### src/rtl/chiplet_types_pkg.sv
// Shared types and endpoint address map for the endpoint TX driver.
package chiplet_types_pkg;

  typedef enum logic [2:0] {
    IDLE,
    LOAD,
    WDATA,
    WSTART,
    WSEND,
    DONE,
    ERR
  } tx_driver_state_e;

  typedef enum logic [1:0] {
    ERR_NONE     = 2'd0,
    ERR_RANGE    = 2'd1,
    ERR_BUS_DATA = 2'd2,
    ERR_BUS_CTRL = 2'd3
  } tx_driver_err_e;

  localparam logic [31:0] EP_TX_SEND_ADDR        = 32'h0000_1004;
  localparam logic [31:0] EP_TX_CACHE_START_ADDR = 32'h0000_2000;
  localparam logic [3:0]  STROBE_ALL             = 4'hF;

endpackage

### src/rtl/endpoint_tx_driver_if.sv
// Endpoint peripheral bus port seen from the initiator (master) and responder (slave).
interface endpoint_tx_driver_if;
  // A write is requested while bus_wen=1 and completes in the first cycle where
  // bus_request_stall=0; the request is held unchanged while stalled, and
  // bus_error is meaningful only in that completing cycle.
  logic [31:0] bus_addr;
  logic        bus_wen;
  logic        bus_ren;
  logic [31:0] bus_wdata;
  logic [3:0]  bus_strobe;
  logic [31:0] bus_rdata;
  logic        bus_error;
  logic        bus_request_stall;

  modport master (
    output bus_addr, bus_wen, bus_ren, bus_wdata, bus_strobe,
    input  bus_rdata, bus_error, bus_request_stall
  );

  modport slave (
    input  bus_addr, bus_wen, bus_ren, bus_wdata, bus_strobe,
    output bus_rdata, bus_error, bus_request_stall
  );
endinterface

### src/rtl/endpoint_tx_driver_bus_write_req.sv
// Presents one write request on the bus while requested and flags its completion/error.
module endpoint_tx_driver_bus_write_req
  import chiplet_types_pkg::*;
(
  input  logic        req_valid,
  input  logic [31:0] req_addr,
  input  logic [31:0] req_wdata,
  input  logic        bus_stall,
  input  logic        bus_error,
  output logic [31:0] bus_addr,
  output logic [31:0] bus_wdata,
  output logic        bus_wen,
  output logic [3:0]  bus_strobe,
  output logic        cpl,
  output logic        cpl_err
);
  // Request fields come from registered state, so they stay stable across stalls.
  assign bus_wen    = req_valid;
  assign bus_addr   = req_valid ? req_addr  : 32'h0;
  assign bus_wdata  = req_valid ? req_wdata : 32'h0;
  assign bus_strobe = req_valid ? STROBE_ALL : 4'h0;
  assign cpl        = req_valid && !bus_stall;
  assign cpl_err    = cpl && bus_error;
endmodule

### src/rtl/endpoint_tx_driver.sv
// Streams a packet into the endpoint TX cache, programs the slot start address, then triggers send.
module endpoint_tx_driver
  import chiplet_types_pkg::*;
#(
  parameter int          NUM_MSGS            = 4,
  parameter int          CACHE_NUM_WORDS     = 128,
  parameter logic [31:0] TX_SEND_ADDR        = EP_TX_SEND_ADDR,
  parameter logic [31:0] TX_CACHE_START_ADDR = EP_TX_CACHE_START_ADDR
) (
  input  logic                               clk,
  input  logic                               n_rst,
  input  logic                               cmd_valid,
  output logic                               cmd_ready,
  input  logic [$clog2(NUM_MSGS)-1:0]        cmd_slot,
  input  logic [$clog2(CACHE_NUM_WORDS)-1:0] cmd_start_word,
  input  logic [$clog2(CACHE_NUM_WORDS):0]   cmd_len_words,
  input  logic                               data_valid,
  output logic                               data_ready,
  input  logic [31:0]                        data,
  endpoint_tx_driver_if.master               bus,
  output logic                               busy,
  output logic                               done,
  output logic                               err,
  output logic [1:0]                         err_code,
  output tx_driver_state_e                   dbg_state
);
  localparam int SLOT_W = $clog2(NUM_MSGS);
  localparam int WORD_W = $clog2(CACHE_NUM_WORDS);
  localparam int LEN_W  = WORD_W + 1;
  localparam int SUM_W  = LEN_W + 1;

  tx_driver_state_e   state_q, state_d;
  tx_driver_err_e     err_code_q, err_code_d;
  logic [SLOT_W-1:0]  slot_q;
  logic [WORD_W-1:0]  start_q;
  logic [LEN_W-1:0]   len_q;
  logic [WORD_W-1:0]  cnt_q;
  logic [31:0]        hold_q;

  logic               req_valid;
  logic [31:0]        req_addr;
  logic [31:0]        req_wdata;
  logic               wr_cpl;
  logic               wr_err;
  logic [SUM_W-1:0]   span;
  logic               range_bad;
  logic               last_word;
  logic [29:0]        word_idx;
  logic               rdata_unused;

  // One bit wider than the length so start+len never wraps before the compare.
  assign span      = SUM_W'(cmd_start_word) + SUM_W'(cmd_len_words);
  assign range_bad = (cmd_len_words == '0) || (span > SUM_W'(CACHE_NUM_WORDS));
  assign last_word = ({1'b0, cnt_q} == (len_q - LEN_W'(1)));
  assign word_idx  = 30'(start_q) + 30'(cnt_q);

  always_comb begin
    state_d    = state_q;
    err_code_d = err_code_q;
    cmd_ready  = 1'b0;
    data_ready = 1'b0;
    req_valid  = 1'b0;
    req_addr   = 32'h0;
    req_wdata  = 32'h0;
    done       = 1'b0;
    err        = 1'b0;
    case (state_q)
      IDLE: begin
        cmd_ready = 1'b1;
        if (cmd_valid) begin
          err_code_d = range_bad ? ERR_RANGE : ERR_NONE;
          state_d    = range_bad ? ERR : LOAD;
        end
      end
      LOAD: begin
        data_ready = 1'b1;
        if (data_valid) state_d = WDATA;
      end
      WDATA: begin
        req_valid = 1'b1;
        req_addr  = TX_CACHE_START_ADDR + {word_idx, 2'b00};
        req_wdata = hold_q;
        if (wr_cpl) begin
          if (wr_err) begin
            state_d    = ERR;
            err_code_d = ERR_BUS_DATA;
          end else begin
            state_d = last_word ? WSTART : LOAD;
          end
        end
      end
      WSTART: begin
        req_valid = 1'b1;
        req_addr  = 32'({slot_q, 2'b00});
        req_wdata = 32'({start_q, 2'b00});
        if (wr_cpl) begin
          state_d = wr_err ? ERR : WSEND;
          if (wr_err) err_code_d = ERR_BUS_CTRL;
        end
      end
      WSEND: begin
        req_valid = 1'b1;
        req_addr  = TX_SEND_ADDR;
        req_wdata = 32'(slot_q);
        if (wr_cpl) begin
          state_d = wr_err ? ERR : DONE;
          if (wr_err) err_code_d = ERR_BUS_CTRL;
        end
      end
      DONE: begin
        done    = 1'b1;
        state_d = IDLE;
      end
      ERR: begin
        err     = 1'b1;
        state_d = IDLE;
      end
      default: state_d = IDLE;
    endcase
  end

  always_ff @(posedge clk or negedge n_rst) begin
    if (!n_rst) begin
      state_q    <= IDLE;
      err_code_q <= ERR_NONE;
      slot_q     <= '0;
      start_q    <= '0;
      len_q      <= '0;
      cnt_q      <= '0;
      hold_q     <= '0;
    end else begin
      state_q    <= state_d;
      err_code_q <= err_code_d;
      if (state_q == IDLE && cmd_valid) begin
        slot_q  <= cmd_slot;
        start_q <= cmd_start_word;
        len_q   <= cmd_len_words;
        cnt_q   <= '0;
      end
      if (state_q == LOAD && data_valid) hold_q <= data;
      if (state_q == WDATA && wr_cpl && !wr_err) cnt_q <= cnt_q + WORD_W'(1);
    end
  end

  endpoint_tx_driver_bus_write_req u_write_req (
    .req_valid  (req_valid),
    .req_addr   (req_addr),
    .req_wdata  (req_wdata),
    .bus_stall  (bus.bus_request_stall),
    .bus_error  (bus.bus_error),
    .bus_addr   (bus.bus_addr),
    .bus_wdata  (bus.bus_wdata),
    .bus_wen    (bus.bus_wen),
    .bus_strobe (bus.bus_strobe),
    .cpl        (wr_cpl),
    .cpl_err    (wr_err)
  );

  assign bus.bus_ren  = 1'b0;
  assign rdata_unused = ^bus.bus_rdata;
  assign busy         = (state_q != IDLE);
  assign err_code     = err_code_q;
  assign dbg_state    = state_q;
endmodule
### src/flat_wrapper.sv
// flat-port wrapper written by rule: the top's interface ports become plain ports
module endpoint_tx_driver_flat import chiplet_types_pkg::*;
#(
  parameter int          NUM_MSGS            = 4,
  parameter int          CACHE_NUM_WORDS     = 128,
  parameter logic [31:0] TX_SEND_ADDR        = EP_TX_SEND_ADDR,
  parameter logic [31:0] TX_CACHE_START_ADDR = EP_TX_CACHE_START_ADDR
)
  (clk, n_rst, cmd_valid, cmd_ready, cmd_slot, cmd_start_word, cmd_len_words, data_valid, data_ready, data, busy, done, err, err_code, dbg_state, bus_bus_addr, bus_bus_wen, bus_bus_ren, bus_bus_wdata, bus_bus_strobe, bus_bus_rdata, bus_bus_error, bus_bus_request_stall);
  endpoint_tx_driver_if bus_i ();
  input  logic clk;
  input  logic n_rst;
  input  logic cmd_valid;
  output logic cmd_ready;
  input  logic [$clog2(NUM_MSGS)-1:0] cmd_slot;
  input  logic [$clog2(CACHE_NUM_WORDS)-1:0] cmd_start_word;
  input  logic [$clog2(CACHE_NUM_WORDS):0] cmd_len_words;
  input  logic data_valid;
  output logic data_ready;
  input  logic [31:0] data;
  output logic busy;
  output logic done;
  output logic err;
  output logic [1:0] err_code;
  output tx_driver_state_e dbg_state;
  output wire logic [$bits(bus_i.bus_addr)-1:0] bus_bus_addr;
  output wire logic [$bits(bus_i.bus_wen)-1:0] bus_bus_wen;
  output wire logic [$bits(bus_i.bus_ren)-1:0] bus_bus_ren;
  output wire logic [$bits(bus_i.bus_wdata)-1:0] bus_bus_wdata;
  output wire logic [$bits(bus_i.bus_strobe)-1:0] bus_bus_strobe;
  input wire logic [$bits(bus_i.bus_rdata)-1:0] bus_bus_rdata;
  input wire logic [$bits(bus_i.bus_error)-1:0] bus_bus_error;
  input wire logic [$bits(bus_i.bus_request_stall)-1:0] bus_bus_request_stall;
  assign bus_bus_addr = bus_i.bus_addr;
  assign bus_bus_wen = bus_i.bus_wen;
  assign bus_bus_ren = bus_i.bus_ren;
  assign bus_bus_wdata = bus_i.bus_wdata;
  assign bus_bus_strobe = bus_i.bus_strobe;
  assign bus_i.bus_rdata = bus_bus_rdata;
  assign bus_i.bus_error = bus_bus_error;
  assign bus_i.bus_request_stall = bus_bus_request_stall;
  endpoint_tx_driver #(.NUM_MSGS(NUM_MSGS), .CACHE_NUM_WORDS(CACHE_NUM_WORDS), .TX_SEND_ADDR(TX_SEND_ADDR), .TX_CACHE_START_ADDR(TX_CACHE_START_ADDR)) u_core (.clk(clk), .n_rst(n_rst), .cmd_valid(cmd_valid), .cmd_ready(cmd_ready), .cmd_slot(cmd_slot), .cmd_start_word(cmd_start_word), .cmd_len_words(cmd_len_words), .data_valid(data_valid), .data_ready(data_ready), .data(data), .bus(bus_i), .busy(busy), .done(done), .err(err), .err_code(err_code), .dbg_state(dbg_state));
endmodule
### config.mk
export PLATFORM = sky130hd
export DESIGN_NAME = endpoint_tx_driver_flat
export DESIGN_NICKNAME = d
export VERILOG_FILES = /design/src/rtl/chiplet_types_pkg.sv /design/src/rtl/endpoint_tx_driver_if.sv /design/src/rtl/endpoint_tx_driver_bus_write_req.sv /design/src/rtl/endpoint_tx_driver.sv /design/src/flat_wrapper.sv
export SDC_FILE = /design/constraint.sdc
export NUM_CORES = 1
export LEC_CHECK = 0
export ABC_AREA = 1
export CAP_MARGIN = 20
export CORE_MARGIN = 5
export CORE_UTILIZATION = 47
export CTS_CLUSTER_DIAMETER = 150
export DETAILED_ROUTE_END_ITERATION = 10
export GPL_TIMING_DRIVEN = 0
export PLACE_DENSITY_LB_ADDON = 0.05
export REMOVE_ABC_BUFFERS = 1
export SYNTH_ARGS = -nofsm -noshare
export SYNTH_HDL_FRONTEND = slang
export SYNTH_SLANG_ARGS = --single-unit
### constraint.sdc
create_clock -name clk -period 3.3 [get_ports clk]
set_input_delay 0.66 -clock clk [delete_from_list [all_inputs] [get_ports clk]]
set_output_delay 0.66 -clock clk [all_outputs]
set_load 0.01 [all_outputs]
Word level (Yosys, flattened, before mapping)
Index checks and enable logic that the tools add are counted.

Bits in registers: 61. Input port bits: 87.

Add/subtract/negate cells: 5. $lt $le $gt $ge: 1. Eq/ne operators: 15. Muxes and demuxes: 30. Reductions and logical operators: 18.

Operator list (number): $pmux 32 s3 (2); $mux 32 (2); $add 14x32->32 const A (1); $mux 3 (7); $mux 2 (8); $pmux 3 s5 (1); $mux 7 (2); $ne 2x2->1 const B (5); $add 7x8->9 (1); $eq 3x3->1 const B (3); $gt 9x8->1 const B (1); $add 7x7->8 (1); $eq 7x8->1 (1); $logic_not 8->1 (1); $sub 8x1->8 const B (1); $add 7x1->7 const B (1); $eq 3x2->1 const B (2); $logic_and 1x1->1 (6); $mux 1 (6); $ne 2x1->1 const B (3); $pmux 2 s3 (1); $reduce_and 6->1 (1); $reduce_bool 3->1 (2); $reduce_and 5->1 (1); 8 further kinds (9).

Logic depth before layout (Yosys ltp)
Gate-level depths: netlist of the first run.

Word-level depth: 8. Mapped depth: 15. Gate-level depth less buffers: 15.

Hierarchy
Synthesis of the first run repeated with hierarchy kept, for this count alone.

Cell total of the unflattened synthesis: 632. Area, all modules: 4394.2 µm².

Modules (own cells, without submodules): endpoint_tx_driver (times used 1, cells each 487, area each 3788.6 µm², sequential area each 1526.5 µm²); endpoint_tx_driver_bus_write_req (times used 1, cells each 145, area each 605.6 µm², sequential area each 0.0 µm²).

Worst setup path before layout of the first run
OpenSTA, ideal clock, no wires.

Path kind: reg-to-output. Start: reg u_core.cnt_q[0]. End: out bus_bus_addr[8]. Data arrival time: 1.858 ns. Path slack: 0.782 ns. Stages on the path, launching flop included: 11. Path through: dfrtp_1 ha_1 fa_1 nand2_1 inv_1 o21ai_0 nand2_1 a21o_1 a21oi_1 xor2_1 nor2_1.

Cells in the longest elaborated chain, start to end: 4.

RTL lines: from (decl) (RTL line endpoint_tx_driver.sv:37) `logic [WORD_W-1:0] cnt_q;`; from (signal assigned) (RTL line endpoint_tx_driver.sv:141) `if (state_q == WDATA && wr_cpl && !wr_err) cnt_q <= cnt_q + WORD_W'(1);`; $add 7x7->8 (RTL line endpoint_tx_driver.sv:55) `assign word_idx = 30'(start_q) + 30'(cnt_q);`; $add 14x32->32 (RTL line endpoint_tx_driver.sv:81) `req_addr = TX_CACHE_START_ADDR + {word_idx, 2'b00};`; $pmux 32 s3 (RTL line endpoint_tx_driver.sv:67) `case (state_q)`; $mux 32 (RTL line endpoint_tx_driver_bus_write_req.sv:19) `assign bus_addr = req_valid ? req_addr : 32'h0;`; to (decl) (RTL line flat_wrapper.sv:26) `output wire logic [$bits(bus_i.bus_addr)-1:0] bus_bus_addr;`.

Every way passes these cells.

Final worst setup path of the first run
Same ends and word-level chain as after synthesis.

==> results of run 1 <==
-- repair_timing --
action                     in CTS  in global routing
hold endpoints to repair        0                  0
pin swaps                       0                  0
gates resized for setup         4                  6
setup endpoints to repair       7                 13
buffers inserted                0                  1
-- stage by stage --
stage	power [mW]	hold WS (ns)	setup TNS (ns)	instances
5_1_grt	4.74	0.467	0	740
2_1_floorplan	2.55	0.364	0	504
6_report	4.37	0.419	0	740
3_3_place_gp	3.50	0.457	-38.96	720
4_1_cts	4.41	0.435	0	739
3_5_place_dp	3.59	0.466	0	723
-- how the worst max path moves through the flow --
stage          cells past startpoint                  to  slack, ns
4_1_cts                            5     bus_bus_addr[9]       0.01
3_3_place_gp                       1   u_core.hold_q[28]      -0.47
3_5_place_dp                      11     bus_bus_addr[8]       0.08
2_1_floorplan                     11  u_core.err_code[0]       0.65
6_report                          11     bus_bus_addr[8]       0.17
5_1_grt                            8     bus_bus_addr[6]       0.02
-- registers in the layout, indices dropped and copies added, names as in the netlist --
register          cells
u_core.slot_q         2
u_core.len_q          8
u_core.cnt_q          7
u_core.err_code       2
u_core.start_q        7
u_core.hold_q        32
u_core.dbg_state      3
-- cells in the final DEF, fill, tap and decap left out, drive strengths merged --
cell           count
nand4              2
o211ai             2
a21o               1
a22oi              1
fa                 2
nand3b             2
xor2               7
clkbuf            11
o21ai             34
conb              23
a21boi             1
xnor2              4
nor4               1
or2                2
clkinvlp           1
ha                16
dlymetal6s2s       2
o22ai              2
o21a               1
o32ai              1
mux2               9
nor2              78
bufinv             3
buf                5
inv               76
nand3             20
a21oi             41
clkdlybuf4s50    107
clkinv             2
nand2            115
dfrtp             61
nor3               2
-- power groups by stage --
stage,registers [mW],clock network [mW],logic [mW]
after global routing,1.31,0.856,2.57
after floorplan,1.24,0,1.31
after detailed placement,1.29,0,2.30
after global placement,1.27,0,2.22
final,1.27,0.801,2.30
after CTS,1.27,0.815,2.32
-- cell usage after synthesis (3+ instances only) --
cell / number
xor2_1: 7
buf_6: 3
xnor2_1: 4
nand3_1: 19
mux2_2: 7
inv_2: 8
nor2_2: 3
ha_1: 16
a21oi_1: 41
buf_2: 4
nand2_2: 4
nor2_1: 73
dfrtp_1: 61
nand2_4: 4
inv_1: 68
clkbuf_1: 5
nand2_1: 107
o21ai_0: 33
buf_4: 28
-- routing by layer --
metal  part of all wire, %  wire length (um)
met2                    48              4660
met5                     0                 0
met4                   1.2               119
met1                    44              4300
met3                   6.9               674
-- final cells by class --
class,instances,area (sq um)
fill,747,2910
multi-input combinational,367,1960
sequential,61,1530
timing repair buffer,115,1160
inverter,76,288
tap,105,131
clock buffer,10,128
clock inverter,6,111
-- cell families after synthesis --
| logic type | Yosys count |
|---|---|
| muxes | 9 |
| adders and majority gates | 18 |
| AOI/OAI and AO/OA | 84 |
| buffers and inverters | 116 |
| other | 1 |
| DFF | 61 |
| xor gates and xnor gates | 11 |
| and+or+nand+nor | 222 |
==> qor.yml, run 1 <==
netlist_instances: 522
ys_types: 39
finalSetupViolations: 0
dp_hpwl_mm: 7.69
tritoncts: "done"
max_slew_margin_pct: 45.1
cts_buffer_depth: 2
hold_path.class: "input pin to async pin"
fin_util_pct: 64.6
cp_cell_sequence: "ha_1, fa_1, nand2_1, inv_1, o21ai_0, nand2_1, a21o_1, a21oi_1, xor2_1, nor2_1, clkbuf_2"
synth_xor_area_share_pct: 2.43
drv_cap: 0
num_vias: 3534
grt_max_degree: 56
viasPerCell: 4.78
critical_path_buf_inv_count: 2
seqPwrFrac_pct: 29.1
area_growth_pct: 34.0
coreArea_sq_um: 8220
finalNetCount: 735
insertion_delay_ns: 0.33
synth_top_family_by_area: "simple AND/OR/NAND/NOR gates"
cp-start-kind: "register"
crit_arrival_ns: 2.47
gr-usage-met2_pct: 32.0
period_share_pct: 94.7
ios: 167
synth_edf_count: 0
r2r-end: "u_core.cnt_q[0]"
rsz0062_at_grt: "false"
routabilityCongestion: 0.833
cts_made_buffers: 9
p_comb_share_pct: 52.6
grt_pass1_wl_mm: 15.5
antenna_found_initial: 0
clock_power_share_pct: 18.3
antenna_left: 0
grt.overflow.total: 0
yosysTopAreaCell: "dfrtp_1"
min_period_ns: 3.13
clock-sinks: 61
die_y_um: 102
r2r-start: "u_core.dbg_state[1]"
layout_setup_ws_ns: 0.173
drive_above_1_share_pct: 9.76
synthArstFlopShare_pct: 100
diodes: 0
finalHoldViolCount: 0
crit_top_cell: "nand2_1"
grt_use_total_pct: 19.1
wire_per_inst_um: 13.2
netlist_area_sq_um: 3960
syn_area_per_cell_sq_um: 7.59
tightest_slew_ns: 0.824
cts_hold_buf: 0
netSwitchingPower_mw: 1.72
ys_ff_latch: 61
post-route-cell-area_sq_um: 5310
clk_pin_slew_ns: 0.07
drc: 0
p_leak_nw: 2.68
synthMuxAreaShare_pct: 2.75
dpl_cell_area_sq_um: 5050
switching_share_pct: 39.4
max_clock_freq_mhz: 320
seq_area_frac_synth_pct: 38.5
worst-setup-path-type: "register to output port"
startpoint: "u_core.cnt_q[0]"
port_buffers: 111
ys.warnings.count: 0
first_iter_violations: 106
synth.area.top_cells: "dfrtp_1 39%, nand2_1 10%, nor2_1 6.9%"
synthAdderAreaFrac_pct: 6.06
p_per_area_nw_per_um2: 824
cts_htree_levels: 3
gr-usage-met3_pct: 4.89
cp-end-kind: "output port"
cp_max_fo: 4
use_met1_pct: 24.0
grt.busiest_layer: "met2"
outcome: "finished clean"
reg2reg_depth: 12
start_util_pct: 48.2
synth_flop_cell: "dfrtp_1"
crit_path_top_delay_cell: "dfrtp_2"
finalClockSkew_ns: 0.00660
dieArea_sq_um: 10400
grt_pass1_vias: 3426
peakVddDrop_v: 0.000352
fp-row-count: 33
ff2ff_setup_slack_ns: 1.22
cp.required_ns: 2.64
slew_viol_final: 0
synthSimpleGateAreaFrac_pct: 24.4
drt_pre_antenna_iters: 4
die_w_um: 102
p_int_mw: 2.65
postRouteWirelength_mm: 9.75
synth_compound_area_share_pct: 11.4
yosysTopAreaCellShare_pct: 38.5
root_buffer: "clkbuf_8"
dp_worst_setup_slack_ns: 0.0784
cpLargestDelayFamily: "adder cells"
max_stage_delay_ns: 0.43
Power figures use the tool's default switching activity.
==> run 2, diff against run 1 <==
--- a/config.mk
+++ b/config.mk
@@ -6,7 +6,7 @@
 export NUM_CORES = 1
 export LEC_CHECK = 0
 export ABC_AREA = 1
-export CAP_MARGIN = 20
+export CAP_MARGIN = 25
 export CORE_MARGIN = 5
 export CORE_UTILIZATION = 47
 export CTS_CLUSTER_DIAMETER = 150
==> results of run 2 <==
No change in the layout: final DEF, timing and power equal those of run 1.
==> run 3, diff against run 2 <==
--- a/config.mk
+++ b/config.mk
@@ -8,9 +8,11 @@
 export ABC_AREA = 1
 export CAP_MARGIN = 25
 export CORE_MARGIN = 5
-export CORE_UTILIZATION = 47
+export CORE_UTILIZATION = 58
+export CTS_BUF_LIST = sky130_fd_sc_hd__clkbuf_16
 export CTS_CLUSTER_DIAMETER = 150
 export DETAILED_ROUTE_END_ITERATION = 10
+export DONT_BUFFER_PORTS = 1
 export GPL_TIMING_DRIVEN = 0
 export PLACE_DENSITY_LB_ADDON = 0.05
 export REMOVE_ABC_BUFFERS = 1
==> constraint.sdc (replaced) <==
create_clock -name clk -period 3.02 [get_ports clk]
set_input_delay 0.604 -clock clk [delete_from_list [all_inputs] [get_ports clk]]
set_output_delay 0.604 -clock clk [all_outputs]
set_load 0.01 [all_outputs]
==> qor.yml, run 3 (synthesis results as in run 1) <==
finalHoldViolCount: 0
crit_path_top_delay_cell: "dfrtp_2"
tns_ns: 0
max_flop_register: "u_core.hold_q"
hold_path.class: "input pin to async pin"
grt.overflow.total: 0
root_buffer: "clkbuf_16"
dp_hpwl_mm: 6.66
final_common_cell: "nand2_1"
dieArea_sq_um: 8580
cp-end-kind: "output port"
cp_cell_sequence: "ha_2, fa_1, nand2_1, inv_1, o21ai_1, nand2_1, a21o_1, a21oi_2, xor2_1, nor2_2"
antenna_left: 0
cts_buffer_depth: 2
area_growth_pct: 7.30
largestRegisters: "u_core.hold_q x32, u_core.len_q x8"
hold_slack_ns: 0.147
drc: 0
finalClockSkew_ns: 0.00612
clk_pin_slew_ns: 0.05
postRouteWirelength_mm: 8.91
dpl_cell_area_sq_um: 3890
die_y_um: 92.6
slew_viol_final: 0
max_slew_margin_pct: 54.4
grt_max_degree: 62
cp.required_ns: 2.42
peakVddDrop_v: 0.000456
diodes: 0
fill_cells: 633
cts_made_buffers: 9
cts_htree_levels: 3
grt_pass1_wl_mm: 14.7
drv_cap: 0
first_iter_violations: 181
grt_use_total_pct: 21.7
outcome: "finished clean"
coreArea_sq_um: 6720
dp_worst_setup_slack_ns: 0.296
period_share_pct: 95.5
max_stage_delay_ns: 0.45
finalSetupViolations: 0
cp_max_fo: 6
ios: 167
port_buffers: 0
max_clock_freq_mhz: 347
min_period_ns: 2.88
insertion_delay_ns: 0.33
num_vias: 3172
p_per_area_nw_per_um2: 1010
wire_per_inst_um: 14.8
clock-sinks: 61
drive_above_1_share_pct: 11.5
p_leak_nw: 2.26
fp-row-count: 30
largest_reg_flops: 32
worst-setup-path-type: "register to output port"
drt_pre_antenna_iters: 4
die_w_um: 92.6
tritoncts: "done"
viasPerCell: 5.26
fin_util_pct: 63.3
crit_arrival_ns: 2.28
crit_top_cell: "nand2_1"
post-route-cell-area_sq_um: 4250
grt_pass1_vias: 3084
cp-start-kind: "register"
final_cell_mix: "107 x nand2_1, 71 x nor2_1, 69 x inv_1"
start_util_pct: 59.0
antenna_found_initial: 0
finalNetCount: 623
tightest_slew_ns: 0.683
routabilityCongestion: 0.819
layout_setup_ws_ns: 0.135
==> run 3: per-stage QoR <==
| step | cells | power [mW] |
|---|---|---|
| 6_report | 603 | 4.29 |
| 3_3_place_gp | 584 | 3.10 |
| 3_5_place_dp | 586 | 3.19 |
| 2_1_floorplan | 504 | 2.79 |
| 5_1_grt | 603 | 4.66 |
| 4_1_cts | 603 | 4.32 |
==> run 3: final cells by class <==
class	count	area, sq um	share of cell area, %
clock inverter	7	91.3	2.15
clock buffer	9	225	5.30
inverter	76	285	6.71
tap	80	100	2.36
timing repair buffer	3	53.8	1.27
sequential	61	1530	35.9
multi-input combinational	367	1970	46.3
==> run 3: what timing repair did <==
item / CTS / global route
buffers inserted: 0 / 0
hold endpoints to repair: 61 / 0
pin swaps: 0 / 2
gates resized for setup: 2 / 4
endpoints found under the setup margin: 1 / 8
hold buffers: 1 / 0
==> run 3: routing by layer <==
| metal | up-vias | routed length [um] | global-route usage [%] | part of all wire, % |
|---|---|---|---|---|
| met5 | - | 0 | 0 | 0 |
| met4 | 0 | 136 | 8.42 | 1.5 |
| li1 | 1578 | - | - | - |
| met2 | 105 | 4180 | 35.2 | 47 |
| met3 | 11 | 749 | 6.26 | 8.4 |
| met1 | 1478 | 3840 | 27.5 | 43 |
==> run 3: worst max-delay path: cells and delay by family, from the launching register on <==
family | cells | cell delay [ns]
and+or+nand+nor | 3 | 0.25
DFF | 1 | 0.45
adders and majority gates | 2 | 0.59
xor gates and xnor gates | 1 | 0.19
buffers and inverters | 1 | 0.05
AOI/OAI and AO/OA | 3 | 0.43
==> run 3: worst paths after layout <==
check                               startpoint                  to  slack [ns]  cells after the start
setup reg to reg           u_core.dbg_state[1]  u_core.err_code[0]        0.41                     12
hold / removal                           n_rst     u_core.len_q[2]        0.15                      1
hold reg to reg               u_core.hold_q[1]    u_core.hold_q[1]        0.50                      1
min in group clk                   cmd_slot[0]    u_core.slot_q[0]        0.40                      2
max in group asynchronous                n_rst     u_core.cnt_q[0]        2.61                      1
setup / recovery               u_core.cnt_q[0]     bus_bus_addr[8]        0.14                     10
==> run 3: power by group <==
part / switching [mW] / total, mW / internal [mW] / leakage (nW)
registers: 0.236 / 1.40 / 1.17 / 0.717
logic: 1.21 / 1.81 / 0.594 / 1.39
clock network: 0.364 / 1.08 / 0.716 / 0.149
